$ cat src/rtl/soml_hq_sched_if.sv
// Handshake bundle between the decoder controller, the Hq/Dh compute unit
// and the metric store, as seen by the Hq sequencer.
interface soml_hq_sched_if #(
  parameter int NQ = 4,
  parameter int DW = 16
);
  localparam int QW = (NQ > 1) ? $clog2(NQ) : 1;

  logic          req_valid;
  logic          req_ready;
  logic          abort;
  logic          core_start;
  logic          core_ready_hq;
  logic          core_done_dh;
  logic [DW-1:0] core_dh;
  logic [QW-1:0] q_idx;
  logic          dh_wr_en;
  logic [QW-1:0] dh_wr_addr;
  logic [DW-1:0] dh_wr_data;
  logic          busy;
  logic          pass_done;
  logic          err_timeout;
  logic [DW-1:0] dh_min;
  logic [QW-1:0] dh_min_idx;

  modport slave (
    input  req_valid, abort,
    input  core_ready_hq, core_done_dh, core_dh,
    output req_ready, core_start, q_idx,
    output dh_wr_en, dh_wr_addr, dh_wr_data,
    output busy, pass_done, err_timeout,
    output dh_min, dh_min_idx
  );

  modport master (
    output req_valid, abort,
    output core_ready_hq, core_done_dh, core_dh,
    input  req_ready, core_start, q_idx,
    input  dh_wr_en, dh_wr_addr, dh_wr_data,
    input  busy, pass_done, err_timeout,
    input  dh_min, dh_min_idx
  );
endinterface

$ cat src/rtl/soml_hq_sched.sv
// Hq/Dh sequencer: runs NQ compute iterations per request, stores each D_h.
// Optional minimum tracking enabled by defining SOML_SCHED_MIN_TRACK_EN.
module soml_hq_sched #(
  parameter int NQ      = 4,
  parameter int DW      = 16,
  parameter int TIMEOUT = 64,
  parameter int SETTLE  = 1
) (
  input logic           clk,
  input logic           rst,
  soml_hq_sched_if.slave bus
);
  localparam int QW = (NQ > 1) ? $clog2(NQ) : 1;
  localparam int TW = $clog2(TIMEOUT + 1);

  typedef enum logic [2:0] {
    S_IDLE,
    S_LAUNCH,
    S_WAIT,
    S_STORE,
    S_SETTLE,
    S_DONE
  } state_t;

  state_t        state;
  logic [QW-1:0] q;
  logic          hq_prev;
  logic          dh_prev;
  logic          hq_seen;
  logic          dh_seen;
  logic [TW-1:0] to_cnt;
  logic [2:0]    st_cnt;
  logic          start_q;
  logic          wr_q;
  logic          done_q;
  logic          ready_q;
  logic          busy_q;
  logic          err_q;
  logic [DW-1:0] data_q;

  logic hq_rise;
  logic dh_rise;
  logic hq_any;
  logic dh_any;
  logic last_q;
  logic to_hit;
  logic kill;

  assign hq_rise = bus.core_ready_hq & ~hq_prev;
  assign dh_rise = bus.core_done_dh & ~dh_prev;
  assign hq_any  = hq_seen | hq_rise;
  assign dh_any  = dh_seen | dh_rise;
  assign last_q  = (q == QW'(NQ - 1));
  assign to_hit  = (to_cnt == TW'(TIMEOUT - 1));
  assign kill    = bus.abort & (state != S_IDLE);

  // Edge-detect history for the two completion flags.
  always_ff @(posedge clk or negedge rst) begin
    if (!rst) begin
      hq_prev <= 1'b0;
      dh_prev <= 1'b0;
    end else begin
      hq_prev <= bus.core_ready_hq;
      dh_prev <= bus.core_done_dh;
    end
  end

  // Pass sequencer with registered strobes; abort wins over all moves.
  always_ff @(posedge clk or negedge rst) begin
    if (!rst) begin
      state   <= S_IDLE;
      q       <= '0;
      hq_seen <= 1'b0;
      dh_seen <= 1'b0;
      to_cnt  <= '0;
      st_cnt  <= '0;
      start_q <= 1'b0;
      wr_q    <= 1'b0;
      done_q  <= 1'b0;
      ready_q <= 1'b1;
      busy_q  <= 1'b0;
      err_q   <= 1'b0;
      data_q  <= '0;
    end else begin
      start_q <= 1'b0;
      wr_q    <= 1'b0;
      done_q  <= 1'b0;
      if (kill) begin
        state   <= S_IDLE;
        ready_q <= 1'b1;
        busy_q  <= 1'b0;
      end else begin
        unique case (state)
          S_IDLE: begin
            if (bus.req_valid) begin
              state   <= S_LAUNCH;
              q       <= '0;
              err_q   <= 1'b0;
              start_q <= 1'b1;
              ready_q <= 1'b0;
              busy_q  <= 1'b1;
            end
          end
          S_LAUNCH: begin
            hq_seen <= 1'b0;
            dh_seen <= 1'b0;
            to_cnt  <= '0;
            state   <= S_WAIT;
          end
          S_WAIT: begin
            to_cnt <= to_cnt + 1'b1;
            if (hq_rise) hq_seen <= 1'b1;
            if (dh_rise) begin
              dh_seen <= 1'b1;
              if (!dh_seen) data_q <= bus.core_dh;
            end
            if (hq_any && dh_any) begin
              state <= S_STORE;
              wr_q  <= 1'b1;
            end else if (to_hit) begin
              err_q  <= 1'b1;
              state  <= S_DONE;
              done_q <= 1'b1;
            end
          end
          S_STORE: begin
            if (last_q) begin
              state  <= S_DONE;
              done_q <= 1'b1;
            end else begin
              q <= q + 1'b1;
              if (SETTLE == 0) begin
                state   <= S_LAUNCH;
                start_q <= 1'b1;
              end else begin
                state  <= S_SETTLE;
                st_cnt <= '0;
              end
            end
          end
          S_SETTLE: begin
            st_cnt <= st_cnt + 1'b1;
            if (st_cnt == 3'(SETTLE - 1)) begin
              state   <= S_LAUNCH;
              start_q <= 1'b1;
            end
          end
          S_DONE: begin
            state   <= S_IDLE;
            ready_q <= 1'b1;
            busy_q  <= 1'b0;
          end
          default: begin
            state   <= S_IDLE;
            ready_q <= 1'b1;
            busy_q  <= 1'b0;
          end
        endcase
      end
    end
  end

  assign bus.req_ready   = ready_q;
  assign bus.busy        = busy_q;
  assign bus.core_start  = start_q;
  assign bus.q_idx       = q;
  assign bus.dh_wr_addr  = q;
  assign bus.dh_wr_data  = data_q;
  assign bus.dh_wr_en    = wr_q & ~bus.abort;
  assign bus.pass_done   = done_q & ~bus.abort;
  assign bus.err_timeout = err_q;

`ifdef SOML_SCHED_MIN_TRACK_EN
  logic [DW-1:0] run_min;
  logic [QW-1:0] run_idx;
  logic [DW-1:0] min_o;
  logic [QW-1:0] idx_o;

  // Running minimum over stored D_h; published only by a clean DONE.
  always_ff @(posedge clk or negedge rst) begin
    if (!rst) begin
      run_min <= '0;
      run_idx <= '0;
      min_o   <= '0;
      idx_o   <= '0;
    end else if (!kill) begin
      if (state == S_LAUNCH && q == '0) begin
        run_min <= '1;
        run_idx <= '0;
      end else if (state == S_STORE && data_q < run_min) begin
        run_min <= data_q;
        run_idx <= q;
      end
      if (state == S_DONE && !err_q) begin
        min_o <= run_min;
        idx_o <= run_idx;
      end
    end
  end

  assign bus.dh_min     = min_o;
  assign bus.dh_min_idx = idx_o;
`else
  assign bus.dh_min     = '0;
  assign bus.dh_min_idx = '0;
`endif

endmodule

$ cat src/flat_wrapper.sv
// flat-port wrapper written by rule: the top's interface ports become plain ports
module soml_hq_sched_flat 
#(
  parameter int NQ      = 4,
  parameter int DW      = 16,
  parameter int TIMEOUT = 64,
  parameter int SETTLE  = 1
)
  (clk, rst, bus_req_valid, bus_abort, bus_core_ready_hq, bus_core_done_dh, bus_core_dh, bus_req_ready, bus_core_start, bus_q_idx, bus_dh_wr_en, bus_dh_wr_addr, bus_dh_wr_data, bus_busy, bus_pass_done, bus_err_timeout, bus_dh_min, bus_dh_min_idx);
  soml_hq_sched_if #(.NQ(NQ), .DW(DW)) bus_i ();
  input logic clk;
  input logic rst;
  input wire logic [$bits(bus_i.req_valid)-1:0] bus_req_valid;
  input wire logic [$bits(bus_i.abort)-1:0] bus_abort;
  input wire logic [$bits(bus_i.core_ready_hq)-1:0] bus_core_ready_hq;
  input wire logic [$bits(bus_i.core_done_dh)-1:0] bus_core_done_dh;
  input wire logic [$bits(bus_i.core_dh)-1:0] bus_core_dh;
  output wire logic [$bits(bus_i.req_ready)-1:0] bus_req_ready;
  output wire logic [$bits(bus_i.core_start)-1:0] bus_core_start;
  output wire logic [$bits(bus_i.q_idx)-1:0] bus_q_idx;
  output wire logic [$bits(bus_i.dh_wr_en)-1:0] bus_dh_wr_en;
  output wire logic [$bits(bus_i.dh_wr_addr)-1:0] bus_dh_wr_addr;
  output wire logic [$bits(bus_i.dh_wr_data)-1:0] bus_dh_wr_data;
  output wire logic [$bits(bus_i.busy)-1:0] bus_busy;
  output wire logic [$bits(bus_i.pass_done)-1:0] bus_pass_done;
  output wire logic [$bits(bus_i.err_timeout)-1:0] bus_err_timeout;
  output wire logic [$bits(bus_i.dh_min)-1:0] bus_dh_min;
  output wire logic [$bits(bus_i.dh_min_idx)-1:0] bus_dh_min_idx;
  assign bus_i.req_valid = bus_req_valid;
  assign bus_i.abort = bus_abort;
  assign bus_i.core_ready_hq = bus_core_ready_hq;
  assign bus_i.core_done_dh = bus_core_done_dh;
  assign bus_i.core_dh = bus_core_dh;
  assign bus_req_ready = bus_i.req_ready;
  assign bus_core_start = bus_i.core_start;
  assign bus_q_idx = bus_i.q_idx;
  assign bus_dh_wr_en = bus_i.dh_wr_en;
  assign bus_dh_wr_addr = bus_i.dh_wr_addr;
  assign bus_dh_wr_data = bus_i.dh_wr_data;
  assign bus_busy = bus_i.busy;
  assign bus_pass_done = bus_i.pass_done;
  assign bus_err_timeout = bus_i.err_timeout;
  assign bus_dh_min = bus_i.dh_min;
  assign bus_dh_min_idx = bus_i.dh_min_idx;
  soml_hq_sched #(.NQ(NQ), .DW(DW), .TIMEOUT(TIMEOUT), .SETTLE(SETTLE)) u_core (.clk(clk), .rst(rst), .bus(bus_i));
endmodule
$ cat config.mk
export PLATFORM = sky130hd
export DESIGN_NAME = soml_hq_sched_flat
export DESIGN_NICKNAME = d
export VERILOG_FILES = /design/src/rtl/soml_hq_sched_if.sv /design/src/rtl/soml_hq_sched.sv /design/src/flat_wrapper.sv
export SDC_FILE = /design/constraint.sdc
export NUM_CORES = 1
export LEC_CHECK = 0
export ABC_AREA = 1
export CAP_MARGIN = 40
export CORE_ASPECT_RATIO = 1.1
export CORE_UTILIZATION = 42
export DETAILED_ROUTE_END_ITERATION = 6
export PLACE_DENSITY_LB_ADDON = 0.2
export REMOVE_ABC_BUFFERS = 1
export SYNTH_ARGS = -nofsm -noshare
export SYNTH_HDL_FRONTEND = slang
export SYNTH_SLANG_ARGS = --single-unit
$ cat constraint.sdc
create_clock -name clk -period 1.4 [get_ports clk]
set_clock_uncertainty 0.15 [all_clocks]
set_input_delay 0.21 -clock clk [delete_from_list [all_inputs] [get_ports clk]]
set_output_delay 0.21 -clock clk [all_outputs]
set_load 0.02 [all_outputs]
==> run_summary.xml, run 1 <==
<?xml version="1.0" encoding="UTF-8"?>
<metrics>
  <group name="floorplan">
    <metric name="floorplan.initialDensity" unit="%">43.3</metric>
    <metric name="core" unit="um^2">5000</metric>
    <metric name="die_area" unit="um^2">5450</metric>
    <metric name="number_of_placement_rows" unit="">27</metric>
    <metric name="io_pins" unit="">66</metric>
    <metric name="die_width" unit="um">70.5</metric>
    <metric name="die-height" unit="um">77.3</metric>
  </group>
  <group name="worst_setup_path">
    <metric name="setup.worst_path.start_class" unit="">flop</metric>
    <metric name="slowest_delay" unit="ns">0.39</metric>
    <metric name="critical_path_peak_fanout" unit="">7</metric>
    <metric name="slowest_stage" unit="">sky130_fd_sc_hd__dfrtp_1</metric>
    <metric name="crit_path_cell_trace" unit="">inv_2 -&gt; buf_6 -&gt; nand4_4 -&gt; nor2_8 -&gt; buf_8 -&gt; nand3_2 -&gt; nand2_1</metric>
    <metric name="critPathRequiredTime" unit="ns">1.49</metric>
    <metric name="timing_worst_setup_path_type" unit="">flop to flop</metric>
    <metric name="critical_path.endpoint_type" unit="">flop</metric>
    <metric name="critPathArrivalTime" unit="ns">1.57</metric>
  </group>
  <group name="final_layout">
    <metric name="antenna_cells" unit="">0</metric>
    <metric name="nNetsFinal" unit="">398</metric>
    <metric name="finish.cell_count_without_fillers" unit="">431</metric>
    <metric name="areaGrowthSynthToFinish" unit="%">58.1</metric>
    <metric name="layout-drive-gt1-share" unit="%">38.9</metric>
    <metric name="final_util" unit="%">68.5</metric>
    <metric name="final_area" unit="um^2">3430</metric>
  </group>
  <group name="clock_tree">
    <metric name="cts_max_path_buffers" unit="">2</metric>
    <metric name="worst_setup_hold_path_clk_slew" unit="ns">0.08</metric>
    <metric name="clkSinkCount" unit="">41</metric>
    <metric name="tritoncts" unit="">built</metric>
    <metric name="clock_latency" unit="ns">0.30</metric>
    <metric name="cts_buffers" unit="">5</metric>
    <metric name="cts_root_buf" unit="">sky130_fd_sc_hd__clkbuf_8</metric>
    <metric name="cts_max_level" unit="">2</metric>
  </group>
  <group name="global_route">
    <metric name="largest_net_degree_at_the_start_of_global_routing" unit="">19</metric>
    <metric name="all_layer_gr_usage" unit="%">20.0</metric>
    <metric name="grt_first_pass_wirelength" unit="mm">8.58</metric>
    <metric name="grt_overflow_total" unit="">0</metric>
    <metric name="antenna_found_initial" unit="">0</metric>
    <metric name="first_global_vias" unit="">1948</metric>
  </group>
  <group name="drt">
    <metric name="wl" unit="mm">5.31</metric>
    <metric name="drcViolationCount" unit="">5</metric>
    <metric name="dr_total_vias" unit="">2029</metric>
    <metric name="drt-wirelength-per-cell" unit="um">12.3</metric>
    <metric name="dr.first_iter.drc_count" unit="">60</metric>
    <metric name="dr.pass1.iters" unit="">6</metric>
    <metric name="final_antenna_net_count" unit="">0</metric>
    <metric name="routed_via_density" unit="">4.71</metric>
  </group>
  <group name="placement">
    <metric name="dp_cells" unit="">410</metric>
    <metric name="final_replace_weighted_congestion" unit="">0.873</metric>
    <metric name="port_buffers" unit="">47</metric>
    <metric name="hpwlAfterDp" unit="mm">3.41</metric>
    <metric name="placement.setup.worst_slack" unit="ns">-0.341</metric>
    <metric name="placed_area" unit="um^2">2900</metric>
  </group>
  <group name="yosys">
    <metric name="synth_adder_area_share" unit="%">2.31</metric>
    <metric name="muxShareOfSynthArea" unit="%">0</metric>
    <metric name="synth-seq-area-share" unit="%">47.4</metric>
    <metric name="syn_area" unit="um^2">2170</metric>
    <metric name="synth_warnings" unit="">0</metric>
    <metric name="fraction_of_the_mapped_netlist_area_in_compound_gates" unit="%">4.10</metric>
    <metric name="main_combinational_cell_family_by_area_after_synthesis" unit="">simple AND/OR/NAND/NOR gates</metric>
    <metric name="postSynthAreaPerCell" unit="um^2">8.03</metric>
    <metric name="postSynthCellCount" unit="">270</metric>
    <metric name="synth.distinct_cells" unit="">27</metric>
    <metric name="synth-simple-area-share" unit="%">30.7</metric>
    <metric name="yosys_register_bits" unit="">41</metric>
    <metric name="synth-xor-area-share" unit="%">1.21</metric>
  </group>
  <group name="timing">
    <metric name="max_clock_freq" unit="MHz">673</metric>
    <metric name="worst_slack" unit="ns">-0.0858</metric>
    <metric name="final.period_utilization" unit="%">106</metric>
    <metric name="timing.final.hold_violations" unit="">0</metric>
    <metric name="rsz0062_at_grt" unit="">yes</metric>
    <metric name="fin_setup_tns" unit="ns">-1.66</metric>
    <metric name="final-max-slew-violation-count" unit="">0</metric>
    <metric name="timing.final.setup_violations" unit="">31</metric>
    <metric name="post-route-min-period" unit="ns">1.49</metric>
  </group>
  <group name="power_and_ir_drop">
    <metric name="cellPowerDensity" unit="nW/um^2">1820</metric>
    <metric name="vdd_ir_drop_max" unit="V">0.000999</metric>
    <metric name="power.leakage" unit="uW">0.00178</metric>
  </group>
  <group name="status">
    <metric name="status" unit="">finished, violations left</metric>
    <metric name="violations" unit="">design-rule violations, negative setup slack</metric>
  </group>
  <group name="job">
    <metric name="max_cap_viol_count" unit="">0</metric>
  </group>
  <group name="hold_path">
    <metric name="worst_min_path_class" unit="">input pin to async pin</metric>
  </group>
</metrics>
==> critical path, delay by kind of cell, from the launching register on <==
| family | cells | cell delay, ns |
|---|---|---|
| AND/OR/NAND/NOR | 4 | 0.49 |
| flip-flops | 1 | 0.39 |
| buffers and inverters | 3 | 0.39 |
==> state kept, by name, summed over array words and instances (netlist names), 2 cells and up <==
| signal | flops |
|---|---|
| u_core.st_cnt | 3 |
| u_core.state | 3 |
| u_core.bus.dh_wr_data | 16 |
| u_core.to_cnt | 7 |
| u_core.bus.dh_wr_addr | 2 |
==> routing by layer <==
metal	vias to the layer above	routed length (um)	GRT usage, %
li1	1006	-	-
met1	955	2290	24.9
met2	60	2690	33.9
met3	8	256	4.68
met4	0	73	7.14
met5	-	0	0
==> stage by stage <==
stage | hold WS, ns | total power (uW)
after detailed placement | 0.0135 | 4630
after floorplan | -0.236 | 3240
final | 0.221 | 6230
after CTS | 0.223 | 5780
after global placement | 0.0133 | 4600
after global routing | 0.242 | 6630
==> cells by family after synthesis <==
family / after synthesis
simple gates: 149
xor+xnor: 3
flops: 41
other cells: 1
compound gates: 16
fa+ha+maj: 4
buf+inv: 56
==> synthesized netlist by cell type <==
cell | instances | area, um^2
sky130_fd_sc_hd__or2_2 | 1 | 6.26
sky130_fd_sc_hd__a21oi_1 | 3 | 15.0
sky130_fd_sc_hd__xor2_1 | 2 | 17.5
sky130_fd_sc_hd__dfstp_2 | 1 | 26.3
sky130_fd_sc_hd__nand3_1 | 30 | 150
sky130_fd_sc_hd__o22a_1 | 1 | 8.76
sky130_fd_sc_hd__o21ai_1 | 10 | 50.1
sky130_fd_sc_hd__buf_2 | 1 | 5.00
sky130_fd_sc_hd__buf_6 | 2 | 22.5
sky130_fd_sc_hd__nand2_4 | 1 | 11.3
sky130_fd_sc_hd__ha_1 | 4 | 50.1
sky130_fd_sc_hd__nand2_1 | 95 | 357
sky130_fd_sc_hd__xnor2_1 | 1 | 8.76
sky130_fd_sc_hd__nand4_1 | 2 | 12.5
sky130_fd_sc_hd__nor2_2 | 1 | 6.26
sky130_fd_sc_hd__dfrtp_1 | 40 | 1000
sky130_fd_sc_hd__nor2_8 | 1 | 20.0
sky130_fd_sc_hd__o31ai_1 | 2 | 15.0
sky130_fd_sc_hd__buf_4 | 21 | 158
sky130_fd_sc_hd__nand4_4 | 1 | 21.3
sky130_fd_sc_hd__clkbuf_1 | 1 | 3.75
sky130_fd_sc_hd__nand2_2 | 2 | 12.5
sky130_fd_sc_hd__conb_1 | 1 | 3.75
sky130_fd_sc_hd__inv_1 | 21 | 78.8
sky130_fd_sc_hd__nand3_2 | 2 | 20.0
sky130_fd_sc_hd__inv_2 | 10 | 37.5
sky130_fd_sc_hd__nor2_1 | 13 | 48.8
==> layout make-up <==
type | instances | area, um^2
sequential | 41 | 1030
timing repair buffer | 102 | 898
fill | 397 | 1570
inverter | 31 | 126
clock inverter | 3 | 17.5
multi-input combinational | 191 | 1210
clock buffer | 5 | 68.8
tap | 58 | 72.6
==> final timing paths <==
| check | cells after the start | slack [ns] | endpoint | startpoint |
|---|---|---|---|---|
| setup / recovery | 7 | -0.09 | u_core.bus.dh_wr_data[12] | u_core.state[2] |
| hold / removal | 2 | 0.22 | u_core.to_cnt[6] | rst |
| setup reg to reg | 7 | -0.09 | u_core.bus.dh_wr_data[12] | u_core.state[2] |
| hold reg to reg | 2 | 0.32 | u_core.bus.req_ready | u_core.bus.req_ready |
| max in group asynchronous | 3 | 0.38 | u_core.state[1] | rst |
| min in group clk | 1 | 0.24 | u_core.hq_prev | bus_core_ready_hq |
==> report_power, final <==
| group | internal [uW] | switching (uW) | total (uW) |
|---|---|---|---|
| Sequential | 1570 | 266 | 1830 |
| Combinational | 1590 | 2050 | 3630 |
| Clock | 344 | 423 | 767 |
| Total | 3500 | 2740 | 6230 |
==> cells in the final DEF (no fill, tap or decap), drive strengths merged, types with 2 or more instances in the layout <==
master          n
a21oi           3
conb           18
nor2           15
xor2            2
nand4           3
dfrtp          40
buf            59
inv            31
clkdlybuf4s15  14
nand2          99
o31ai           2
dlygate4sd2     6
clkbuf          8
o21ai          10
clkdlybuf4s50  19
nand3          32
clkinv          2
ha              4
==> repair_timing <==
item | CTS | global route
endpoints found under the setup margin | 58 | 58
hold endpoints to repair | 14 | 0
setup buffers | 7 | 3
pin swaps | 23 | 15
hold buffers | 1 | 0
resized for setup | 93 | 60
gates cloned | 2 | 0
(Power assumes the default switching activity.)
==> run 2, diff against run 1 <==
CELL_PAD_IN_SITES_DETAIL_PLACEMENT = 0   (was not set)
CELL_PAD_IN_SITES_GLOBAL_PLACEMENT = 1   (was not set)
CORE_UTILIZATION = 30   (was 42)
GPL_TIMING_DRIVEN = 0   (was not set)
==> run_summary.xml, run 2 (synthesis gave the netlist of run 1 again) <==
<?xml version="1.0" encoding="UTF-8"?>
<metrics>
  <group name="floorplan">
    <metric name="die_width" unit="um">83.0</metric>
    <metric name="floorplan.initialDensity" unit="%">30.9</metric>
    <metric name="die_area" unit="um^2">7570</metric>
    <metric name="io_pins" unit="">66</metric>
    <metric name="die-height" unit="um">91.1</metric>
    <metric name="number_of_placement_rows" unit="">32</metric>
    <metric name="core" unit="um^2">7010</metric>
  </group>
  <group name="worst_setup_path">
    <metric name="worst-r2r-setup-slack" unit="ns">-0.08</metric>
    <metric name="critical_path_peak_fanout" unit="">8</metric>
    <metric name="reg2reg_start" unit="">u_core.state[2]</metric>
    <metric name="critPathArrivalTime" unit="ns">1.56</metric>
    <metric name="timing_worst_setup_path_type" unit="">flop to flop</metric>
    <metric name="reg2reg_to" unit="">u_core.bus.dh_wr_data[13]</metric>
    <metric name="critPathRequiredTime" unit="ns">1.48</metric>
    <metric name="worst_r2r_path_depth" unit="">7</metric>
    <metric name="critical_path.endpoint_type" unit="">flop</metric>
    <metric name="setup.worst_path.start_class" unit="">flop</metric>
  </group>
  <group name="status">
    <metric name="status" unit="">finished, violations left</metric>
    <metric name="violations" unit="">negative setup slack</metric>
  </group>
  <group name="drt">
    <metric name="routed_via_density" unit="">4.35</metric>
    <metric name="drt-wirelength-per-cell" unit="um">11.7</metric>
    <metric name="final_antenna_net_count" unit="">0</metric>
    <metric name="wl" unit="mm">5.10</metric>
    <metric name="dr.pass1.iters" unit="">4</metric>
    <metric name="dr.first_iter.drc_count" unit="">62</metric>
    <metric name="dr_total_vias" unit="">1892</metric>
    <metric name="drcViolationCount" unit="">0</metric>
  </group>
  <group name="power_and_ir_drop">
    <metric name="p_int" unit="uW">3300</metric>
    <metric name="total_power" unit="uW">6000</metric>
    <metric name="net-switching-power" unit="uW">2700</metric>
    <metric name="vdd_ir_drop_max" unit="V">0.000805</metric>
    <metric name="cellPowerDensity" unit="nW/um^2">1860</metric>
    <metric name="power.share.combinational" unit="%">56.4</metric>
    <metric name="power_frac_clock" unit="%">12.7</metric>
    <metric name="switching_share" unit="%">45.1</metric>
    <metric name="sequentialPowerShare" unit="%">30.9</metric>
    <metric name="power.leakage" unit="uW">0.00167</metric>
  </group>
  <group name="global_route">
    <metric name="grt_overflow_total" unit="">0</metric>
    <metric name="largest_net_degree_at_the_start_of_global_routing" unit="">25</metric>
    <metric name="grt_first_pass_wirelength" unit="mm">8.97</metric>
    <metric name="all_layer_gr_usage" unit="%">14.7</metric>
    <metric name="first_global_vias" unit="">1953</metric>
    <metric name="antenna_found_initial" unit="">0</metric>
  </group>
  <group name="timing">
    <metric name="post-route-min-period" unit="ns">1.48</metric>
    <metric name="max_clock_freq" unit="MHz">675</metric>
    <metric name="worst_slack" unit="ns">-0.0805</metric>
    <metric name="rsz0062_at_grt" unit="">yes</metric>
    <metric name="final.period_utilization" unit="%">106</metric>
    <metric name="fin_setup_tns" unit="ns">-1.60</metric>
    <metric name="final-max-slew-violation-count" unit="">0</metric>
    <metric name="timing.final.hold_violations" unit="">0</metric>
    <metric name="timing.final.setup_violations" unit="">33</metric>
  </group>
  <group name="clock_tree">
    <metric name="cts_root_buf" unit="">sky130_fd_sc_hd__clkbuf_8</metric>
    <metric name="cts_max_level" unit="">2</metric>
    <metric name="worst_setup_hold_path_clk_slew" unit="ns">0.08</metric>
    <metric name="cts_buffers" unit="">5</metric>
    <metric name="cts_max_path_buffers" unit="">2</metric>
    <metric name="clkSinkCount" unit="">41</metric>
    <metric name="tritoncts" unit="">built</metric>
    <metric name="clock_latency" unit="ns">0.29</metric>
  </group>
  <group name="hold_path">
    <metric name="whs_endpoint" unit="">u_core.done_q</metric>
    <metric name="holdCritStartpoint" unit="">bus_abort</metric>
    <metric name="worst_hold_path.num_cells" unit="">2</metric>
    <metric name="worst_min_path_class" unit="">input pin to flop</metric>
  </group>
  <group name="final_layout">
    <metric name="sequential_cell_area" unit="um^2">1030</metric>
    <metric name="finish.cell_count_without_fillers" unit="">435</metric>
    <metric name="areaGrowthSynthToFinish" unit="%">49.1</metric>
    <metric name="largest_register_ffs" unit="">16</metric>
    <metric name="most-common-layout-cells" unit="">sky130_fd_sc_hd__nand2_1, sky130_fd_sc_hd__dfrtp_1, sky130_fd_sc_hd__nand3_1</metric>
    <metric name="final_util" unit="%">46.1</metric>
    <metric name="layout-drive-gt1-share" unit="%">30.0</metric>
    <metric name="multi_input_area" unit="um^2">1190</metric>
    <metric name="nNetsFinal" unit="">375</metric>
    <metric name="most_common_library_cell_in_the_layout_ignoring_fill_and_taps" unit="">sky130_fd_sc_hd__nand2_1</metric>
    <metric name="antenna_cells" unit="">0</metric>
    <metric name="fillerInstances" unit="">688</metric>
  </group>
  <group name="placement">
    <metric name="dp_cells" unit="">395</metric>
    <metric name="port_buffers" unit="">47</metric>
    <metric name="final_replace_weighted_congestion" unit="">0.741</metric>
    <metric name="hpwlAfterDp" unit="mm">3.25</metric>
  </group>
  <group name="job">
    <metric name="max_cap_viol_count" unit="">0</metric>
  </group>
</metrics>
-- run 2: changes by cell type in the layout (fill, tap and decap cells not counted), sizes merged --
cell | previous run | this run
buf | 59 | 32
clkbuf | 8 | 13
clkdlybuf4s15 | 14 | 11
dlygate4sd2 | 6 | 8
clkinvlp | 1 | 0
nand2 | 99 | 100
-- run 2: what timing repair did --
| action | CTS | global route |
|---|---|---|
| pin swaps | 14 | 13 |
| hold buffers | 1 | 0 |
| hold endpoints to repair | 17 | 0 |
| setup endpoints to repair | 61 | 55 |
| cloned | 2 | 0 |
| buffers inserted | 19 | 10 |
| gates resized for setup | 84 | 43 |
-- run 2: critical path, stage by stage (launching register included) --
cell and delay, ns:
sky130_fd_sc_hd__dfrtp_1 0.40, sky130_fd_sc_hd__inv_2 0.10, sky130_fd_sc_hd__buf_6 0.11, sky130_fd_sc_hd__nand4_4 0.14, sky130_fd_sc_hd__nor2_8 0.22, sky130_fd_sc_hd__buf_6 0.17
sky130_fd_sc_hd__nand3_1 0.07, sky130_fd_sc_hd__nand2_1 0.06
-- run 2: worst max-delay path by stage --
| stage | startpoint | to | slack (ns) | cells past startpoint |
|---|---|---|---|---|
| after global placement | rst | u_core.bus.dh_wr_data[5] | -1.24 | 1 |
| after CTS | bus_abort | bus_dh_wr_en | -0.10 | 3 |
| after global routing | u_core.state[2] | u_core.bus.dh_wr_data[0] | -0.16 | 7 |
| final | u_core.state[2] | u_core.bus.dh_wr_data[13] | -0.08 | 7 |
| after detailed placement | bus_abort | u_core.bus.dh_wr_data[11] | -0.68 | 7 |
| after floorplan | u_core.bus.dh_wr_addr[0] | u_core.bus.dh_wr_addr[0] | -0.09 | 7 |
-- run 2: final cells by class --
cell class | count | area share (%)
Tap cell | 85 | 3.29
Clock inverter | 2 | 0.310
Inverter | 31 | 3.99
Sequential cell | 41 | 31.9
Clock buffer | 6 | 2.25
Timing Repair Buffer | 78 | 21.6
Multi-Input combinational cell | 192 | 36.7
-- run 2: stage by stage --
| stage | worst slack [ns] | hold slack, ns | cell area, um^2 |
|---|---|---|---|
| after detailed placement | -0.679 | 0.0270 | 2630 |
| after floorplan | -0.0890 | -0.236 | 2040 |
| final | -0.0805 | 0.134 | 3230 |
| after global placement | -1.24 | 0.303 | 2620 |
| after global routing | -0.164 | 0.169 | 3230 |
| after CTS | -0.104 | 0.236 | 3070 |
-- run 2: metal layers --
layer | wire [um] | global-route usage, %
met1 | 2280 | 17.1
met5 | 0 | 0
met2 | 2400 | 25.3
met4 | 109 | 5.46
met3 | 309 | 4.55
-- run 2: power by group through the flow --
stage / Combinational (uW) / Sequential [uW] / Clock (uW)
after global placement: 2370 / 1860 / 0
after global routing: 3700 / 1910 / 845
after detailed placement: 2390 / 1860 / 0
final: 3380 / 1850 / 764
after floorplan: 1030 / 2210 / 0
after CTS: 2960 / 1850 / 796
==> run 3, diff against run 2 <==
HOLD_SLACK_MARGIN = 0.1   (was not set)
==> results of run 3 <==
The final DEF is identical to that of run 2; final timing and power are the same.
==> RTL edit (settings of run 2) <==
`TIMEOUT` is set to 64 in 2 places; all go to 32.
--- a/src/rtl/soml_hq_sched.sv
+++ b/src/rtl/soml_hq_sched.sv
@@ -3,7 +3,7 @@
 module soml_hq_sched #(
   parameter int NQ      = 4,
   parameter int DW      = 16,
-  parameter int TIMEOUT = 64,
+  parameter int TIMEOUT = 32,
   parameter int SETTLE  = 1
 ) (
   input logic           clk,
--- a/src/flat_wrapper.sv
+++ b/src/flat_wrapper.sv
@@ -3,7 +3,7 @@
 #(
   parameter int NQ      = 4,
   parameter int DW      = 16,
-  parameter int TIMEOUT = 64,
+  parameter int TIMEOUT = 32,
   parameter int SETTLE  = 1
 )
   (clk, rst, bus_req_valid, bus_abort, bus_core_ready_hq, bus_core_done_dh, bus_core_dh, bus_req_ready, bus_core_start, bus_q_idx, bus_dh_wr_en, bus_dh_wr_addr, bus_dh_wr_data, bus_busy, bus_pass_done, bus_err_timeout, bus_dh_min, bus_dh_min_idx);
Formal check against the unedited RTL: same outputs for any inputs over 10 cycles, from zero or initial values and one cycle with rst low; that may be too few to reach the edited logic, so the function may still have changed.
==> RTL edit against run 2 <==
Synthesized area decreased by 3.6%. Sequential cell count is 1 lower. The flow still finishes with violations (setup timing). Wire length down 0.82%. Synthesized cell count shrank 6.7%. Design area decreased by 1.8%. Total power up 2.3%. Count of clock-buffer cells in the layout unchanged. Worst setup slack worse by 0.10 ns. Core utilization up 1.5 points.
==> RTL edit: results (changes against run 2) <==
| Metric | Value |
|---|---|
| Status | complete, but fails checks |
| Failing checks | setup timing |
| Top FF cell, synth | dfrtp_1 |
| Antenna diodes | 0 (unchanged) |
| Worst Hold Launch | bus_abort |
| Initial antenna violation count | 0 (unchanged) |
| First-pass GRT wire length | 8340 um (-7.0%) |
| Top cells by area, synth | dfrtp_1 (47%), nand2_1 (13%), buf_4 (7.2%), o21ai_0 (5.3%), inv_1 (5.0%) |
| Dpl hpwl | 3140 um (-3.5%) |
| Worst Reg2Reg Path Length in Cells | 9 (+2) |
| Commonest cells in the netlist | nand2_1 (74), dfrtp_1 (39), inv_1 (28) |
| Hold Crit Depth | 2 (unchanged) |
| Pin count of the biggest net entering global routing | 25 (unchanged) |
| Critical path fanouts, max | 5 (-3) |
| Root Driver | clkbuf_8 |
| CTS Buffer Depth | 2 (unchanged) |
| Psw | 2720 uW (+0.48%) |
| Routability congestion estimate | 0.741 (about the same) |
| Vias in the first global route | 1766 (-9.6%) |
| Layout cells sized above 1 | 32.5% (+2.5 points) |
| Post-Syn Area per Cell | 8.29 um^2 (+3.3%) |
| Setup ws final | -0.183 ns (-0.102 ns) |
| Drt first pass iters | 4 (unchanged) |
| Layout Nets | 357 (-4.8%) |
| Max reg flops | 16 (unchanged) |
| DR WL/cell | 12.2 um (+4.2%) |
| Cts bufs inserted | 5 (unchanged) |
| Yosys cell types | 31 (+15%) |
| Seq/Total Area, Yosys | 48.0% (+0.56 points) |
| Fillcell total | 657 (-4.5%) |
| Clk Latency, worst-skew pair | around 0.3 ns |
| Setup slack at placement | -0.608 ns (+0.0718 ns) |
| Fin cells | 414 (-4.8%) |
| H-Tree Depth | 2 (unchanged) |
| Hold endpoint | u_core.done_q |
| Vias | 1802 (-4.8%) |
| Yosys warns | 0 (unchanged) |
| Iteration-0 DRC count of the detailed router | 86 (+39%) |
| Reg2reg end | u_core.to_cnt[4] |
| CP Data Arrival Time | 1.67 ns (+0.11 ns) |
| Worst Hold Class | input port to register |
| P_leak | 0.00156 uW (-6.8%) |
| Gr usage total | 15.2% (+0.53 points) |
| Worst IR drop on VDD | 0.889 mV (+10%) |
| Worst R2R Start | u_core.state[0] |
| Reg clk slew, reported paths | roughly 0.090 ns |
| Placed cells | 375 (-5.1%) |
| Port bufs | 47 (unchanged) |
| Asr flop ratio synth | 100% (unchanged) |
| Final setup viols | 36 (+9.1%) |
==> RTL edit: changes by cell type after synthesis, sizes merged, moves of 2 or more <==
cell	run 2	this run
o21ai	10	27
xor2	2	0
nand3	32	15
nand2	98	78
o21bai	0	2
a21boi	0	2
nor2	15	17
==> RTL edit: area by class of cell <==
| cell class | count | area share (%) |
|---|---|---|
| multi-input combinational | 177 | 35.2 |
| clock buffer | 6 | 2.29 |
| sequential | 40 | 31.7 |
| inverter | 30 | 4.02 |
| clock inverter | 2 | 0.512 |
| timing repair buffer | 77 | 23.0 |
| tap | 82 | 3.23 |
==> RTL edit: power by group through the flow <==
stage          clock network, uW  registers, uW  logic [uW]
2_1_floorplan                  0           2240         935
3_3_place_gp                   0           1910        2250
3_5_place_dp                   0           1900        2280
4_1_cts                      815           1810        3120
5_1_grt                      869           1880        3830
6_report                     793           1830        3510
==> RTL edit: timing repair <==
| action | 4_1_cts | 5_1_grt |
|---|---|---|
| pin swaps | 28 | 22 |
| hold endpoints to repair | 16 | 0 |
| resized for setup | 105 | 52 |
| setup endpoints to repair | 61 | 56 |
| hold buffers | 1 | 0 |
| gates cloned | 2 | 0 |
| setup buffers | 24 | 5 |
==> RTL edit: per-stage QoR <==
stage / area, um^2 / hold WS [ns] / setup TNS, ns
detailed placement: 2560 / 0.0173 / -18.27
finish: 3170 / 0.203 / -3.95
global route: 3170 / 0.231 / -7.21
CTS: 3050 / 0.200 / -3.49
floorplan: 1970 / -0.236 / -0.509
global placement: 2540 / 0.312 / -64.74
==> RTL edit: routing by layer <==
metal  up-vias  share of wire (%)  track usage [%]  routed length (um)
li1        918                  -                -                   -
met1       820                 44             18.8                2200
met2        59                 49             25.5                2460
met3         5                6.4             4.49                 325
met4         0                1.4             4.94                  69
met5         -                  0                0                   0
==> RTL edit: how the worst max path moves through the flow <==
stage | to | cells after the start | startpoint
after floorplan | u_core.st_cnt[0] | 6 | u_core.bus.dh_wr_addr[0]
after global placement | u_core.bus.dh_wr_data[15] | 1 | rst
after detailed placement | u_core.bus.dh_wr_data[13] | 6 | bus_abort
after CTS | u_core.bus.dh_wr_data[13] | 8 | u_core.state[2]
after global routing | u_core.st_cnt[2] | 8 | u_core.state[2]
final | u_core.to_cnt[4] | 9 | u_core.state[0]
==> RTL edit: cell families after synthesis <==
family	after synthesis	synth area share, %
AO/OA/AOI/OAI	37	9.76
XOR/XNOR	2	0.838
adder cells (fa/ha/maj)	4	2.40
buffers and inverters	54	14.3
flip-flops	40	48.0
other	1	0.179
AND/OR/NAND/NOR	114	24.6
==> RTL edit: critical path: stages (launching register included) <==
cell and delay (ns):
dfrtp_1 0.42, buf_6 0.13, nor2_4 0.15, nand2_4 0.09
nand2_4 0.11, buf_12 0.14, nand2_8 0.08, inv_6 0.07
nand2_2 0.05, a21oi_2 0.11
